File: src/rtl/ex_mem_elastic_stage_pkg.sv
// Shared definitions for elastic pipeline stages.
// State encoding, reset PC and control-field bit positions.
package ex_mem_elastic_stage_pkg;

  typedef enum logic [1:0] {
    ST_EMPTY = 2'd0,
    ST_ONE   = 2'd1,
    ST_TWO   = 2'd2
  } stage_state_e;

  localparam logic [31:0] RESET_PC = 32'hbfc00000;

  localparam int CTRL_REG_WRITE    = 0;
  localparam int CTRL_MEM_WRITE    = 1;
  localparam int CTRL_HI_WRITE     = 2;
  localparam int CTRL_LO_WRITE     = 3;
  localparam int CTRL_MEM_CTRL_LSB = 4;
  localparam int CTRL_MEM_CTRL_W   = 4;

endpackage

File: src/rtl/ex_mem_elastic_stage_sat_counter.sv
// Saturating event counter, cleared only by reset.
// Shared by every elastic stage for stall accounting.
module sat_counter #(
  parameter int CNT_W = 16
) (
  input  logic             clock,
  input  logic             reset,
  input  logic             inc,
  output logic [CNT_W-1:0] count
);

  logic [CNT_W-1:0] cnt_q;
  logic [CNT_W-1:0] cnt_d;

  // Next value: step by one, hold at all-ones.
  always_comb begin
    cnt_d = cnt_q;
    if (inc && (cnt_q != '1)) begin
      cnt_d = cnt_q + 1'b1;
    end
  end

  // Counter register with synchronous active-low reset.
  always_ff @(posedge clock) begin
    if (!reset) begin
      cnt_q <= '0;
    end else begin
      cnt_q <= cnt_d;
    end
  end

  assign count = cnt_q;

endmodule

File: src/rtl/ex_mem_elastic_stage.sv
// Elastic EX/MEM stage: valid/ready register slice
// with optional 2-entry skid buffer, flush and stall counter.
module ex_mem_elastic_stage
  import ex_mem_elastic_stage_pkg::*;
#(
  parameter int              CTRL_W   = 16,
  parameter int              DATA_W   = 96,
  parameter int              PC_W     = 32,
  parameter logic [PC_W-1:0] PC_RESET = PC_W'(RESET_PC),
  parameter int              SKID     = 1,
  parameter int              CNT_W    = 16
) (
  input  logic              clock,
  input  logic              reset,
  input  logic              in_valid,
  output logic              in_ready,
  input  logic [CTRL_W-1:0] in_ctrl,
  input  logic [DATA_W-1:0] in_data,
  input  logic [PC_W-1:0]   in_pc,
  input  logic              flush,
  output logic              out_valid,
  input  logic              out_ready,
  output logic [CTRL_W-1:0] out_ctrl,
  output logic [DATA_W-1:0] out_data,
  output logic [PC_W-1:0]   out_pc,
  output logic [CNT_W-1:0]  stall_cnt
);

  logic              valid_w;
  logic              ready_w;
  logic              in_fire;
  logic              out_fire;
  logic [CTRL_W-1:0] main_ctrl_w;
  logic [DATA_W-1:0] main_data_w;
  logic [PC_W-1:0]   main_pc_w;

  assign in_fire  = in_valid & ready_w;
  assign out_fire = valid_w & out_ready;

  if (SKID != 0) begin : g_skid

    stage_state_e      state_q, state_d;
    logic [CTRL_W-1:0] main_ctrl_q, main_ctrl_d;
    logic [DATA_W-1:0] main_data_q, main_data_d;
    logic [PC_W-1:0]   main_pc_q, main_pc_d;
    logic [CTRL_W-1:0] skid_ctrl_q, skid_ctrl_d;
    logic [DATA_W-1:0] skid_data_q, skid_data_d;
    logic [PC_W-1:0]   skid_pc_q, skid_pc_d;

    // Occupancy FSM and entry movement; flush wins.
    always_comb begin
      state_d     = state_q;
      main_ctrl_d = main_ctrl_q;
      main_data_d = main_data_q;
      main_pc_d   = main_pc_q;
      skid_ctrl_d = skid_ctrl_q;
      skid_data_d = skid_data_q;
      skid_pc_d   = skid_pc_q;
      if (flush) begin
        state_d     = ST_EMPTY;
        main_ctrl_d = '0;
        main_pc_d   = PC_RESET;
        skid_ctrl_d = '0;
        skid_pc_d   = PC_RESET;
      end else begin
        unique case (state_q)
          ST_EMPTY: begin
            if (in_fire) begin
              state_d     = ST_ONE;
              main_ctrl_d = in_ctrl;
              main_data_d = in_data;
              main_pc_d   = in_pc;
            end
          end
          ST_ONE: begin
            if (in_fire && out_fire) begin
              main_ctrl_d = in_ctrl;
              main_data_d = in_data;
              main_pc_d   = in_pc;
            end else if (in_fire) begin
              state_d     = ST_TWO;
              skid_ctrl_d = in_ctrl;
              skid_data_d = in_data;
              skid_pc_d   = in_pc;
            end else if (out_fire) begin
              state_d = ST_EMPTY;
            end
          end
          ST_TWO: begin
            if (out_fire) begin
              state_d     = ST_ONE;
              main_ctrl_d = skid_ctrl_q;
              main_data_d = skid_data_q;
              main_pc_d   = skid_pc_q;
            end
          end
          default: state_d = ST_EMPTY;
        endcase
      end
    end

    // State and entry registers.
    always_ff @(posedge clock) begin
      if (!reset) begin
        state_q     <= ST_EMPTY;
        main_ctrl_q <= '0;
        main_data_q <= '0;
        main_pc_q   <= PC_RESET;
        skid_ctrl_q <= '0;
        skid_data_q <= '0;
        skid_pc_q   <= '0;
      end else begin
        state_q     <= state_d;
        main_ctrl_q <= main_ctrl_d;
        main_data_q <= main_data_d;
        main_pc_q   <= main_pc_d;
        skid_ctrl_q <= skid_ctrl_d;
        skid_data_q <= skid_data_d;
        skid_pc_q   <= skid_pc_d;
      end
    end

    assign valid_w     = (state_q != ST_EMPTY);
    assign ready_w     = (state_q != ST_TWO);
    assign main_ctrl_w = main_ctrl_q;
    assign main_data_w = main_data_q;
    assign main_pc_w   = main_pc_q;

  end else begin : g_single

    logic              valid_q, valid_d;
    logic [CTRL_W-1:0] main_ctrl_q, main_ctrl_d;
    logic [DATA_W-1:0] main_data_q, main_data_d;
    logic [PC_W-1:0]   main_pc_q, main_pc_d;

    // Single-entry load/drain; flush wins.
    always_comb begin
      valid_d     = valid_q;
      main_ctrl_d = main_ctrl_q;
      main_data_d = main_data_q;
      main_pc_d   = main_pc_q;
      if (flush) begin
        valid_d     = 1'b0;
        main_ctrl_d = '0;
        main_pc_d   = PC_RESET;
      end else if (in_fire) begin
        valid_d     = 1'b1;
        main_ctrl_d = in_ctrl;
        main_data_d = in_data;
        main_pc_d   = in_pc;
      end else if (out_fire) begin
        valid_d = 1'b0;
      end
    end

    // Entry register.
    always_ff @(posedge clock) begin
      if (!reset) begin
        valid_q     <= 1'b0;
        main_ctrl_q <= '0;
        main_data_q <= '0;
        main_pc_q   <= PC_RESET;
      end else begin
        valid_q     <= valid_d;
        main_ctrl_q <= main_ctrl_d;
        main_data_q <= main_data_d;
        main_pc_q   <= main_pc_d;
      end
    end

    assign valid_w     = valid_q;
    assign ready_w     = ~valid_q | out_ready;
    assign main_ctrl_w = main_ctrl_q;
    assign main_data_w = main_data_q;
    assign main_pc_w   = main_pc_q;

  end

  assign in_ready  = ready_w;
  assign out_valid = valid_w;
  assign out_ctrl  = valid_w ? main_ctrl_w : '0;
  assign out_data  = main_data_w;
  assign out_pc    = main_pc_w;

  sat_counter #(
    .CNT_W(CNT_W)
  ) u_stall_cnt (
    .clock(clock),
    .reset(reset),
    .inc  (valid_w & ~out_ready),
    .count(stall_cnt)
  );

endmodule

File: config.mk
export PLATFORM = sky130hd
export DESIGN_NAME = ex_mem_elastic_stage
export DESIGN_NICKNAME = d
export VERILOG_FILES = /design/src/rtl/ex_mem_elastic_stage_pkg.sv /design/src/rtl/ex_mem_elastic_stage_sat_counter.sv /design/src/rtl/ex_mem_elastic_stage.sv
export SDC_FILE = /design/constraint.sdc
export NUM_CORES = 1
export LEC_CHECK = 0
export BUFFER_PORTS_ARGS = -buffer_cell sky130_fd_sc_hd__buf_2
export CORE_AREA = 2 2 152 228
export DETAILED_ROUTE_END_ITERATION = 8
export DIE_AREA = 0 0 154 230
export PLACE_DENSITY_LB_ADDON = 0.1
export SKIP_CTS_REPAIR_TIMING = 1
export SYNTH_ARGS = -nofsm -noshare
export SYNTH_HDL_FRONTEND = slang
export SYNTH_SLANG_ARGS = --single-unit
File: constraint.sdc
create_clock -name clock -period 3.7 [get_ports clock]
set_clock_uncertainty 0.05 [all_clocks]
set_input_delay 0.37 -clock clock [delete_from_list [all_inputs] [get_ports clock]]
set_output_delay 0.37 -clock clock [all_outputs]
set_load 0.05 [all_outputs]
==> results of run 1 <==
-- layout make-up --
class | instances | area, sq um | share of cell area, %
Tap cell | 420 | 526 | 3.35
Sequential cell | 306 | 6130 | 39.1
Inverter | 5 | 33.8 | 0.215
Antenna cell | 3 | 7.51 | 0.0479
Timing Repair Buffer | 338 | 1940 | 12.4
Multi-Input combinational cell | 1032 | 5840 | 37.3
Clock inverter | 10 | 134 | 0.854
Clock buffer | 52 | 1070 | 6.84
-- synthesized netlist by cell type, types with 2 or more instances --
master,count
a311oi_1,135
or3_1,5
buf_1,8
o211ai_1,2
dfxtp_1,306
clkbuf_1,105
a21oi_1,243
o21ai_0,15
mux2i_1,99
and3_1,9
or4_1,8
nand4_1,5
nand2_1,389
inv_1,3
nand3_1,9
buf_2,28
nor4_1,2
nor2_1,56
a31oi_1,9
nor3_1,3
o41ai_1,2
o31ai_1,5
nand2b_1,4
nor2b_1,17
-- per-layer routing --
layer,vias to the layer above,wire [microns],global-route usage [%]
met2,287,18300,34.1
met1,5288,15300,24.9
met5,-,27,0
met3,55,2200,4.66
li1,5730,-,-
met4,4,879,6.51
-- metrics by stage --
step	std cells	total power [W]	hold WS [ps]	area, sq um
floorplan	1485	0.00422	386	12500
global placement	2101	0.00454	390	14500
detailed placement	2101	0.00456	396	14500
CTS	2163	0.00819	17.0	15700
global route	2165	0.00837	33.7	15700
finish	2166	0.00807	44.5	15700
-- path summary, 6_finish.rpt --
kind / start / to / slack [ps] / cells past startpoint
setup / recovery: g_skid.state_q[0]$_SDFFE_PP0P_ / in_ready / 1090 / 3
setup reg to reg: g_skid.state_q[0]$_SDFFE_PP0P_ / out_data[19]$_SDFFE_PN0P_ / 1410 / 5
hold / removal: in_data[90] / g_skid.skid_data_q[90]$_SDFFE_PN0P_ / 40 / 3
hold reg to reg: g_skid.skid_data_q[5]$_SDFFE_PN0P_ / g_skid.skid_data_q[5]$_SDFFE_PN0P_ / 400 / 2
-- power groups by stage --
stage | clock (W) | sequential, W | combinational, W
after floorplan | 0 | 0.00385 | 0.000371
after global placement | 0 | 0.00355 | 0.000992
after detailed placement | 0 | 0.00355 | 0.00101
after CTS | 0.00370 | 0.00348 | 0.00101
after global routing | 0.00381 | 0.00350 | 0.00107
final | 0.00359 | 0.00348 | 0.000997
-- worst max-delay path: cells and delay by family (launching register included) --
family	cells	cell delay, ps
flops	1	590
simple gates	1	100
buf+inv	2	950
-- registers in the layout, indices dropped and copies added (netlist names) --
signal              flops
g_skid.state_q          2
g_skid.skid_pc_q       32
g_skid.skid_data_q     96
out_pc                 32
g_skid.skid_ctrl_q     16
out_data               96
g_skid.main_ctrl_q     16
u_stall_cnt.count      16
-- cell families after synthesis --
| logic type | synth area share, % |
|---|---|
| flops | 49.0 |
| simple gates | 17.0 |
| buf+inv | 4.75 |
| compound gates | 21.3 |
| mux | 7.92 |
| fa+ha+maj | 0.100 |
==> results.txt, run 1 <==
Status: finished, final reports clean
CTS tree: done
Final hold violations: 0
Pint: 0.00591 W
Max Transition Viols Final: 0
Combinational share of power: 12.4%
Highest achievable clock rate: 384 MHz
CTS Sinks: 306
Post-Syn Area per Cell: 8.43 sq um
Max Cap Viol: 0
Placeable Area: 33300 sq um
Area contributors post-synth: dfxtp_1 (49%), nand2_1 (12%), a21oi_1 (9.7%)
HPWL Detailed: 23000 microns
DR vias/cell: 5.25
Switch share: 26.7%
First-pass GRT wire length: 57900 microns
Sequential power share: 43.2%
Total CTS buffers: 34
Pre-CTS WS: 1280 ps
Mapped Area: 12500 sq um
Routability cong.: 0.753
RSZ-0062 raised after global routing: no
Share of layout cells above drive strength 1: 23.4%
Die H: 230 microns
Required time of the critical path: 3280 ps
Grt total ovfl: 0
LEAKAGE: 6.73 nW
Clk Latency, worst-skew pair: 520 ps
Initial antenna violation count: 5
Htree depth: 2
DRC errors left: 0
Fillers: 3311
Psw: 0.00215 W
FF+latch count, synth: 306
Cell taking the most area after synthesis: dfxtp_1
Crit end category: primary output
Register area share after synthesis: 49.0%
Worst Setup Slack, final: 1090 ps
Initial Util: 37.5%
Die Wd: 154 microns
Slew Limit Headroom: 24.1%
Crit start category: register
# rows: 82
Worst EP arrival: 2190 ps
Avg WL per Cell: 17.0 microns
Util after Layout: 47.0%
Commonest cells after routing, fill and taps aside: nand2_1 (387), buf_2 (310), dfxtp_1 (306)
Mapped Nets: 1635
Routed Antenna Nets: 0
Final WL: 36700 microns
Number of detailed-route iterations in the first pass: 5
Clock Power Share: 44.5%
CP peak stage delay: 590 ps
Post-synth EDFFs: 0
Iter 0 DRT Violations: 554
Vias in the first global route: 10.6k
Pwr dens: 514 nW/um^2
Max Buffers Root-to-Sink: 3
Critical path, cell by cell: nor2b_4 > inv_6 > buf_2
Synth top area share: 49.0%
Area growth from synthesis to layout: 25.3%
Fin crit share: 70.5%
Worst-path clk slew: 60 ps
Fin crit period: 2610 ps
CTS root buf: clkbuf_16
Largest net degree at the start of global routing: 203
Ports: 311
Final net count: 1867
Synth Instances: 1485
Peak supply drop: 335 uV
Crit-path max FO: 63
Worst Hold Class: input port to register
Total Routing Usage GR: 20.0%
Full die area: 35400 sq um
Commonest non-fill, non-tap cell in the layout: nand2_1
Final setup fails: 0
IO Port Bufs: 310
Setup TNS: 0 ps
Crit Path Category: register to primary output
Via count: 11.4k
Main synth FF type: dfxtp_1
Worst slew pin tran: 1140 ps
Ys async rst share: 0%
Yosys synthesis warning count: 0
Critical Path Slowest Stage Cell: dfxtp_1
Distinct cells, synth: 42
Power figures use the tool's default switching activity.
==> run 2, diff against run 1 <==
- ABC_AREA: default -> 1
- CORE_AREA: 2 2 152 228 -> 2 2 154 232
- DIE_AREA: 0 0 154 230 -> 0 0 156 234
- clock period: 3.7 -> 2.44 ns (I/O delays scaled with it)
==> results.txt, run 2 <==
Via count: 13.0k (was 11.4k)
Initial antenna violation count: 1 (was 5)
Htree depth: 1 (was 2)
Vias in the first global route: 11.5k (was 10.6k)
Slew Limit Headroom: 40.8% (was 24.1%)
WHS: -64.1 ps (was 44.5 ps)
Fin crit period: 2210 ps
Iter 0 DRT Violations: 679 (was 554)
Commonest cells after routing, fill and taps aside: nor2_1 (426), buf_2 (309), dfxtp_1 (305) (was nand2_1 (387), buf_2 (310), dfxtp_1 (306))
Multi-input logic area: 5780 sq um (was 5840 sq um)
Register area share after synthesis: 47.3% (was 49.0%)
Psw: 0.00337 W (was 0.00215 W)
Highest achievable clock rate: 453 MHz
Count leader, synth: nor2_1 (was nand2_1)
Mapped Area: 13000 sq um (was 12500 sq um)
Final net count: 2350 (was 1867)
Grt total ovfl: 0 (unchanged)
DRC errors left: 0 (unchanged)
IO Port Bufs: 310 (unchanged)
Avg WL per Cell: 14.7 microns (was 17.0 microns)
Die H: 234 microns (was 230 microns)
Ports: 311 (unchanged)
Die Wd: 156 microns (was 154 microns)
Post-Syn Area per Cell: 7.08 sq um (was 8.43 sq um)
Post-synth top cells: nor2_1 (427), dfxtp_1 (306), o21ai_0 (299), nand2_1 (290), a21oi_1 (105) (was nand2_1 (389), dfxtp_1 (306), a21oi_1 (243), a311oi_1 (135), clkbuf_1 (105))
Commonest non-fill, non-tap cell in the layout: nor2_1 (was nand2_1)
Mapped Nets: 1979 (was 1635)
Ys async rst share: 0% (unchanged)
Worst-path clk slew: 70 ps (was 60 ps)
Max Buffers Root-to-Sink: 3 (unchanged)
Failing checks: hold timing
Final hold violations: 6 (was 0)
Initial Util: 37.5% (about the same)
Switch share: 28.3% (was 26.7%)
Final Power: 0.0119 W (was 0.00807 W)
Clk Latency, worst-skew pair: 570 ps (was 520 ps)
Crit start category: register (unchanged)
Share of layout cells above drive strength 1: 18.7% (was 23.4%)
Post-synth EDFFs: 0 (unchanged)
Register area: 6130 sq um (about the same)
Cell taking the most area after synthesis: dfxtp_1 (unchanged)
Synth Instances: 1829 (was 1485)
Combinational share of power: 15.4% (was 12.4%)
Main synth FF type: dfxtp_1 (unchanged)
Number of detailed-route iterations in the first pass: 6 (was 5)
Total CTS buffers: 31 (was 34)
Sequential power share: 44.6% (was 43.2%)
Worst slew pin tran: 887 ps (was 1140 ps)
Placeable Area: 34600 sq um (was 33300 sq um)
RSZ-0062 raised after global routing: no (unchanged)
Full die area: 36500 sq um (was 35400 sq um)
DR vias/cell: 4.89 (was 5.25)
Pwr dens: 700 nW/um^2 (was 514 nW/um^2)
Crit end category: primary output (unchanged)
Routability cong.: 0.782 (was 0.753)
Total Routing Usage GR: 20.2% (was 20.0%)
Routed Antenna Nets: 0 (unchanged)
Placed instance area: 14600 sq um (was 14500 sq um)
Worst EP arrival: 1920 ps (was 2190 ps)
Status: finished, violations left (was finished, final reports clean)
Post-route cell area: 17000 sq um (was 15700 sq um)
Crit-path max FO: 40 (was 63)
Clock Power Share: 39.9% (was 44.5%)
# rows: 84 (was 82)
Synth top area share: 47.3% (was 49.0%)
Util after Layout: 49.3% (was 47.0%)
Yosys synthesis warning count: 0 (unchanged)
Worst Hold Class: input port to register (unchanged)
Largest net degree at the start of global routing: 207 (was 203)
CTS tree: done (unchanged)
Area growth from synthesis to layout: 31.6% (was 25.3%)
LEAKAGE: 7.67 nW (was 6.73 nW)
CTS Sinks: 306 (unchanged)
Pint: 0.00856 W (was 0.00591 W)
FF+latch count, synth: 306 (unchanged)
Setup TNS: 0 ps (unchanged)
Distinct cells, synth: 34 (was 42)
Area contributors post-synth: dfxtp_1 (47%), nor2_1 (12%), o21ai_0 (12%) (was dfxtp_1 (49%), nand2_1 (12%), a21oi_1 (9.7%))
HPWL Detailed: 24300 microns (was 23000 microns)
Peak supply drop: 490 uV (was 335 uV)
Final setup fails: 0 (unchanged)
Fillers: 3599 (was 3311)
Max Transition Viols Final: 0 (unchanged)
Max Cap Viol: 0 (unchanged)
Fin crit share: 90.6%
Required time of the critical path: 2150 ps (was 3280 ps)
Crit Path Category: register to primary output (unchanged)
CTS root buf: clkbuf_16 (unchanged)
Final WL: 39000 microns (was 36700 microns)
First-pass GRT wire length: 59800 microns (was 57900 microns)
run 2: cell count changes in the layout (fill, tap and decap cells not counted), sizes merged, moves of 9 or more:
| cell | before | now |
|---|---|---|
| a21oi | 243 | 105 |
| a311oi | 135 | 1 |
| and3 | 9 | 0 |
| dlygate4sd3 | 0 | 137 |
| inv | 5 | 98 |
| mux2 | 0 | 11 |
| mux2i | 99 | 0 |
| nand2 | 389 | 294 |
| nand3 | 9 | 94 |
| nor2 | 56 | 433 |
| nor2b | 17 | 0 |
| o21ai | 16 | 332 |
run 2: worst max-delay path, stage by stage, from the launching register on:
cell	delay [ps]
dfxtp_1	570
inv_4	130
nand2_8	280
buf_2	330
run 2: final timing paths:
check	slack, ps	depth (start not counted)	from	to
worst min-delay path	-60	3	in_ctrl[15]	g_skid.skid_ctrl_q[15]$_SDFFE_PP0P_
worst max register to register	370	7	g_skid.state_q[0]$_SDFFE_PP0P_	out_data[12]$_SDFFE_PN0P_
worst max-delay path	230	3	g_skid.state_q[0]$_SDFFE_PP0P_	in_ready
worst min register to register	400	2	g_skid.skid_data_q[62]$_SDFFE_PN0P_	g_skid.skid_data_q[62]$_SDFFE_PN0P_
run 2: cell families (layout without fill, tap and decap cells):
family                   count (synthesis)  after routing  synth area share (%)
multiplexers                            11             11                 0.956
buffers and inverters                  232            626                  8.28
other                                    0              2                     0
AO/OA/AOI/OAI                          443            443                  17.3
AND/OR/NAND/NOR                        830            830                  25.7
XOR/XNOR                                 6              6                 0.406
adder cells (fa/ha/maj)                  1              1                0.0966
flip-flops                             306            306                  47.3
run 2: per-stage QoR:
| stage | std cells | setup WS, ps | hold slack, ps |
|---|---|---|---|
| after global routing | 2654 | 137 | 0.755 |
| after global placement | 2460 | 466 | 383 |
| after floorplan | 1829 | 505 | 329 |
| final | 2655 | 230 | -64.1 |
| after CTS | 2516 | 204 | -170 |
| after detailed placement | 2460 | 396 | 389 |
run 2: power by group through the flow:
stage | clock network, W | registers, W | logic [W]
after floorplan | 0 | 0.00596 | 0.000636
after global placement | 0 | 0.00544 | 0.00166
after detailed placement | 0 | 0.00544 | 0.00167
after CTS | 0.00492 | 0.00533 | 0.00168
after global routing | 0.00508 | 0.00535 | 0.00201
final | 0.00477 | 0.00533 | 0.00184
run 2: cell type report:
type | instances | share of cell area (%)
clock inverter | 8 | 0.404
antenna | 2 | 0.0294
sequential | 306 | 36.0
tap | 430 | 3.16
multi-input combinational | 1291 | 33.9
inverter | 98 | 2.19
timing repair buffer | 472 | 18.8
clock buffer | 48 | 5.57
run 2: routing by layer:
layer  GRT usage, %  wire length [microns]
met1           24.2                  16700
met3           4.05                   1870
met5              0                      0
met2           36.2                  19400
met4           6.39                   1010
